### src/rtl/contador_bcd_mux.sv
// Two-digit BCD up/down counter with a time-multiplexed digit scan for a shared 7-segment encoder.
// Define CONTADOR_BCD_DOWN_EN to enable down-counting; otherwise the block counts up only.
module contador_bcd_mux #(
  parameter int SCAN_DIV = 4
) (
  input  logic       clk,
  input  logic       rst_n,
  input  logic       en,
  input  logic       load,
  input  logic [7:0] load_val,
  input  logic       down,
  output logic [7:0] count,
  output logic       carry,
  output logic [3:0] bcd_out,
  output logic [1:0] dig_sel
);

  localparam int SCAN_W = (SCAN_DIV > 1) ? $clog2(SCAN_DIV) : 1;

  logic [3:0]        units_q, units_d;
  logic [3:0]        tens_q, tens_d;
  logic              carry_q, carry_d;
  logic [SCAN_W-1:0] scan_q, scan_d;
  logic [1:0]        dig_sel_q, dig_sel_d;
  logic              dir_down;
  logic              scan_last;

`ifdef CONTADOR_BCD_DOWN_EN
  assign dir_down = down;
`else
  logic unused_down;
  assign unused_down = down;
  assign dir_down    = 1'b0;
`endif

  // Load sanitises each nibble independently so the digit registers stay decimal.
  always_comb begin
    units_d = units_q;
    tens_d  = tens_q;
    carry_d = 1'b0;
    if (load) begin
      units_d = (load_val[3:0] > 4'd9) ? 4'd0 : load_val[3:0];
      tens_d  = (load_val[7:4] > 4'd9) ? 4'd0 : load_val[7:4];
    end else if (en) begin
      if (dir_down) begin
        if (units_q != 4'd0) begin
          units_d = units_q - 4'd1;
        end else begin
          units_d = 4'd9;
          if (tens_q != 4'd0) begin
            tens_d = tens_q - 4'd1;
          end else begin
            tens_d  = 4'd9;
            carry_d = 1'b1;
          end
        end
      end else begin
        if (units_q != 4'd9) begin
          units_d = units_q + 4'd1;
        end else begin
          units_d = 4'd0;
          if (tens_q != 4'd9) begin
            tens_d = tens_q + 4'd1;
          end else begin
            tens_d  = 4'd0;
            carry_d = 1'b1;
          end
        end
      end
    end
  end

  // The scan runs free of en/load so the display never freezes on one digit.
  assign scan_last = (scan_q == SCAN_W'(SCAN_DIV - 1));

  always_comb begin
    scan_d    = scan_last ? '0 : scan_q + SCAN_W'(1);
    dig_sel_d = scan_last ? {dig_sel_q[0], dig_sel_q[1]} : dig_sel_q;
  end

  always_ff @(posedge clk or negedge rst_n) begin
    if (!rst_n) begin
      units_q   <= 4'd0;
      tens_q    <= 4'd0;
      carry_q   <= 1'b0;
      scan_q    <= '0;
      dig_sel_q <= 2'b01;
    end else begin
      units_q   <= units_d;
      tens_q    <= tens_d;
      carry_q   <= carry_d;
      scan_q    <= scan_d;
      dig_sel_q <= dig_sel_d;
    end
  end

  assign count   = {tens_q, units_q};
  assign carry   = carry_q;
  assign dig_sel = dig_sel_q;
  assign bcd_out = dig_sel_q[1] ? tens_q : units_q;

endmodule
### config.mk
export PLATFORM = sky130hd
export DESIGN_NAME = contador_bcd_mux
export DESIGN_NICKNAME = d
export VERILOG_FILES = /design/src/rtl/contador_bcd_mux.sv
export SDC_FILE = /design/constraint.sdc
export NUM_CORES = 1
export LEC_CHECK = 0
export BUFFER_PORTS_ARGS = -buffer_cell sky130_fd_sc_hd__clkbuf_2
export CAP_MARGIN = 20
export CELL_PAD_IN_SITES_DETAIL_PLACEMENT = 1
export CELL_PAD_IN_SITES_GLOBAL_PLACEMENT = 2
export CORE_MARGIN = 2
export CORE_UTILIZATION = 27
export CTS_CLUSTER_SIZE = 12
export DETAILED_ROUTE_END_ITERATION = 10
export HOLD_SLACK_MARGIN = 0.08
export PLACE_DENSITY = 0.8
export SLEW_MARGIN = 10
export SYNTH_ARGS = -nofsm -noshare
export SYNTH_HDL_FRONTEND = slang
export SYNTH_SLANG_ARGS = --single-unit
### constraint.sdc
create_clock -name clk -period 1.85 [get_ports clk]
set_input_delay 0.0925 -clock clk [delete_from_list [all_inputs] [get_ports clk]]
set_output_delay 0.0925 -clock clk [all_outputs]
set_load 0.01 [all_outputs]
==> results of run 1 <==
[through the flow]
| step | power, W | cell area, um^2 | util, % |
|---|---|---|---|
| finish | 0.000672 | 982 | 39.3 |
| global route | 0.000709 | 982 | 39.3 |
| CTS | 0.000681 | 982 | 39.3 |
| detailed placement | 0.000487 | 886 | 35.4 |
| global placement | 0.000482 | 886 | 35.4 |
| floorplan | 0.000416 | 722 | - |
[registers in the layout (all words and copies together), names as in the netlist]
signal,count
dig_sel,2
units_q,4
scan_q,2
tens_q,4
carry,1
[cells in the mapped netlist, drive strengths merged, types with 2 or more instances]
library cell	instances
a21oi	5
dfrtp	12
inv	3
mux2	6
nand2	5
nand2b	2
nand3	3
nor2	5
nor3	2
o21ai	8
xnor2	3
[repair_timing]
action	CTS	global route
hold buffers	7	0
gates resized for setup	0	0
hold endpoints to repair	18	0
[worst reg2reg max path, stage by stage (launching register included)]
cell,delay (ns)
dfrtp_1,0.48
nand4b_4,0.23
a211o_1,0.24
a222oi_1,0.26
o32ai_1,0.15
[kinds of logic after synthesis]
family / count (synthesis) / synth area share (%)
multiplexers: 7 / 10.7
buffers and inverters: 4 / 2.08
AND/OR/NAND/NOR: 23 / 20.6
adder cells (fa/ha/maj): 1 / 1.73
AO/OA/AOI/OAI: 18 / 14.7
flip-flops: 13 / 45.2
XOR/XNOR: 4 / 4.85
[final cells by class]
cell class	count	area [um^2]
Multi-Input combinational cell	53	380
Tap cell	30	37.5
Clock buffer	4	26.3
Inverter	3	11.3
Timing Repair Buffer	33	200
Fill cell	304	1520
Sequential cell	13	327
[worst paths after layout]
kind	slack [ns]	depth (start not counted)	from	endpoint
setup / recovery	0.37	4	units_q[1]	tens_q[3]
max in group asynchronous	1.32	2	rst_n	dig_sel[0]
hold / removal	0.11	3	load_val[4]	tens_q[0]
min in group asynchronous	0.24	2	rst_n	tens_q[1]
setup reg to reg	0.37	4	units_q[1]	tens_q[3]
hold reg to reg	0.43	1	scan_q[0]	scan_q[0]
[power breakdown]
group / internal, W / leakage (nW) / switching, W
clock network: 0.0000838 / 0.0150 / 0.0000958
registers: 0.000301 / 0.165 / 0.0000351
logic: 0.0000778 / 0.279 / 0.0000778
[metal layers]
metal  up-vias  wire length, um
met5         -                0
met4         0               69
met3         5              107
met2        27              870
met1       292              921
li1        326                -
==> metrics.txt, run 1 <==
# setup viols final 0; buffers inserted by post-CTS timing repair 0; syn nets 84; Remaining DRCs 0; Top Usage Layer GRT met2; H-tree Lvls 1; CP max-delay cell dfrtp_1; FP Rows 18; Crit Path Category reg -> reg; pre-CTS setup slack around 0.40 ns; Clock Latency Late Sink 0.28 ns; Routed WL per cell 14.5 um; EDFF count, synth 0; minimum clock period approximately 1.5 ns; Setup Skew around 0.0030 ns; largest net degree at the start of global routing 14; post-synthesis async set-or-reset flop share 100%; proportion of layout cells with a drive suffix above 1 36.8%; met3 Usage GRT under 10%; grt ovf 0; die area 3100 um^2; Crit. End Element register; Cell Area, Synth 722 um^2; GRT met2 Usage between 20% and 30%; Mean Syn Cell Area roughly 10 um^2; PD cells a little under 700 nW/um^2; Period Utilization, post-route 79.7%; commonest non-fill, non-tap cell in the layout clkbuf_2; clock-pin slew on the worst setup and hold paths 0.08 ns; post-DR vias/cell between 4 and 5; die extent in y between 50 and 60 um; area share of the largest cell type after synthesis between 40% and 50%; clock tree buffer depth 2; commonest non-fill, non-tap cells in the layout clkbuf_2 (26), dfrtp_1 (12), dlygate4sd3_1 (7), mux2_2 (6), o21ai_0 (6); HPWL after DPL 1380 um; gr usage total roughly 14%; Post-synth top flop dfrtp_1; Slowest Stage Delay on Critical Path about 0.48 ns; Post-Route Setup TNS 0 ns; CTS buffer count 3; Top Ports 28; Die Wd around 56 um; Syn. warnings 0; RSZ-0062 raised after global routing false; drt total wl roughly 2000 um; peak supply drop 0.308 mV; largest cells by area after synthesis dfrtp_1 (42%), mux2_2 (9.4%), o21ai_0 (4.2%); worst slew pin tran around 0.32 ns; dpl cells 125; PortBufs 26; Area Overhead vs Synth 36.0%; Finished Layout Cells approximately 140; Worst Hold Class in -> reg; worst hold slack ~0.11 ns; CORE AREA 2500 um^2; first-pass GRT wire length around 3300 um; status complete, no violations; nets@finish between 100 and 150; Synth Instances 70; max_cap viols 0; Worst Path Arrival 1.62 ns; Initial Util ~29%; Leak around 0.46 nW; GPL Wtd Cong 0.699; antenna violations before repair 0; CTS tree done; via count 650; synthesized flop and latch total 13; 1st-iter DRT viols 14; f_max 678 MHz; Final ANT Viol Nets 0; crit-path max FO 9; CP Launch Type register; Rel. slew slack around 78%; leading area contributor after synthesis dfrtp_1; fin worst setup slack between 0.3 and 0.4 ns; Slew Viols, Final 0; Seq/Total Area, Yosys 45.2%; Pre-antenna DRT Iters 4; Cell variety after synth 30; CP top delay family compound AO/OA/AOI/OAI gates; GR Util met1 roughly a fifth; root buffer cell clkbuf_4; Ant. Diodes 0; WP buf/inv 0; Critical Path RT ~2.0 ns; critical path, cell by cell nand4b_4, a211o_1, a222oi_1, o32ai_1; clk sink count 13; number of global-route vias before repair about 660; final hold vios 0
Power figures use the tool's default switching activity.
==> inputs of run 2 (changes only) <==
- CORE_UTILIZATION: 27 -> 25
- PLACE_DENSITY: 0.8 -> 0.78
- clock period: 1.85 -> 1.3 ns (I/O delays scaled with it)
==> run 2 against run 1 <==
Combinational power grew 130%; critical endpoint unchanged; via count grew 12%; global-route usage shrank 0.68 points; largest cell class unchanged; critical path depth is the same; critical path type unchanged; routed wire length grew 12%; clock skew grew 0.0026 ns; the run now ends with setup timing left; highest routed layer unchanged.
==> metrics.txt, run 2 (synthesis gave the netlist of run 1 again) <==
gr usage total 13.7% (-0.68 points); critical path, cell by cell nand4b_4, a211o_1, a222oi_1, o32ai_1; Routed WL per cell 14.5 um (+0.11%); clock tree buffer depth 2 (unchanged); minimum clock period 1.41 ns (-0.0674 ns); first-pass GRT wire length 3480 um (+4.3%); HPWL after DPL 1650 um (+20%); Pre-antenna DRT Iters 4 (unchanged); status finished with violations; Remaining DRCs 0 (unchanged); Slowest Stage Delay on Critical Path 0.41 ns (-0.07 ns); Period Utilization, post-route 108% (+29 points); failing checks setup timing; 1st-iter DRT viols 19 (+5); Area Overhead vs Synth 64.3%; Worst Path Arrival 1.55 ns (-0.07 ns); H-tree Lvls 1 (unchanged); crit-path max FO 2 (-7); fin worst setup slack -0.108 ns (-0.483 ns); Final ANT Viol Nets 0 (unchanged); CTS tree done; CTS buffer count 3 (unchanged); largest net degree at the start of global routing 14 (unchanged); Setup Skew 0.00553 ns (+0.00258 ns); antenna violations before repair 0 (unchanged); r2r setup slk -0.11 ns (-0.48 ns); die extent in y 57.7 um (+3.6%); proportion of layout cells with a drive suffix above 1 50.4% (+14 points); CORE AREA 2760 um^2 (+10%); f_max 710 MHz (+4.8%); drt total wl 2200 um (+12%); final hold vios 0 (unchanged); RSZ-0062 raised after global routing true; clk sink count 13 (unchanged); via count 730 (+12%); worst hold slack 0.132 ns (+0.0204 ns); number of global-route vias before repair 789 (+20%); Clock Latency Late Sink 0.28 ns (about the same); Crit. End Element register; Non-Filler Cell Area, Final 1190 um^2 (+21%); root buffer cell clkbuf_4; post-DR vias/cell 4.80 (+0.49%); die area 3330 um^2 (+7.4%); Die Wd 57.7 um (+3.6%); CP top delay family compound AO/OA/AOI/OAI gates; FP Rows 19 (+1); commonest non-fill, non-tap cells in the layout clkbuf_2 (23), dlygate4sd3_1 (9), buf_4 (9), dfrtp_1 (8), buf_6 (7); GPL Wtd Cong 0.784 (+12%); max_cap viols 0 (unchanged); Ant. Diodes 0 (unchanged); Critical Path RT 1.44 ns (-0.56 ns); Leak 0.560 nW (+22%); Initial Util 26.2% (-2.7 points); commonest non-fill, non-tap cell in the layout clkbuf_2; Worst Hold Class in -> reg; Top Ports 28 (unchanged); PortBufs 26 (unchanged); final core occ 43.0% (+3.7 points); WP buf/inv 0 (unchanged); biggest registers after layout tens_q (4), units_q (4); Crit Path Category reg -> reg; CP Launch Type register; nets@finish 136 (+12%); PD cells 909 nW/um^2 (+33%); # setup viols final 4 (+4); Slew Viols, Final 0 (unchanged); grt ovf 0 (unchanged); Rel. slew slack 74.7% (-3.7 points); peak supply drop 0.415 mV (+35%); placed standard-cell area 965 um^2 (+8.9%); worst slew pin tran 0.380 ns (+0.0562 ns); clock-pin slew on the worst setup and hold paths 0.07 ns (about the same); CP max-delay cell dfrtp_2
[run 2: where the power goes]
part | internal, W | switching (W)
combinational | 0.000197 | 0.000167
sequential | 0.000431 | 0.0000265
clock | 0.000119 | 0.000137
total | 0.000747 | 0.000331
[run 2: area by class of cell]
| type | count | area [um^2] |
|---|---|---|
| fill | 325 | 1570 |
| clock buffer | 4 | 26.3 |
| multi-input combinational | 53 | 427 |
| timing repair buffer | 48 | 352 |
| tap | 31 | 38.8 |
| sequential | 13 | 332 |
| inverter | 3 | 11.3 |
[run 2: worst register-to-register path: stages (launching register included)]
cell and delay (ns):
dfrtp_2 0.41, nand4b_4 0.17, a211o_1 0.24, a222oi_1 0.31, o32ai_1 0.14
[run 2: layer usage]
metal / track usage (%) / vias up / wire length, um
li1: - / 353 / -
met2: 24.7 / 26 / 1130
met1: 16.5 / 346 / 933
met3: 2.01 / 5 / 93
met4: 4.98 / 0 / 45
met5: 0 / - / 0
[run 2: path summary, 6_finish.rpt]
path,start,to,cells after the start
min,load,tens_q[1],2
max,units_q[1],tens_q[3],4
min reg2reg,scan_q[0],scan_q[0],1
max in group asynchronous,rst_n,dig_sel[0],2
max reg2reg,units_q[1],tens_q[3],4
min in group asynchronous,rst_n,dig_sel[1],2
[run 2: repair_timing]
item | in CTS | in global routing
pin swaps | 0 | 4
hold endpoints to repair | 21 | 0
endpoints found under the setup margin | 6 | 9
setup buffers | 1 | 3
hold buffers | 9 | 0
resized for setup | 6 | 16
[run 2: per-stage QoR]
stage | instances | TNS (ns) | power [W] | worst slack (ns)
final | 152 | -0.142 | 0.00108 | -0.108
after global routing | 152 | -0.419 | 0.00114 | -0.207
after CTS | 150 | -0.143 | 0.00103 | -0.126
after detailed placement | 136 | -0.147 | 0.000741 | -0.103
after global placement | 136 | 0 | 0.000733 | 0.0125
after floorplan | 70 | -0.0116 | 0.000594 | -0.0116
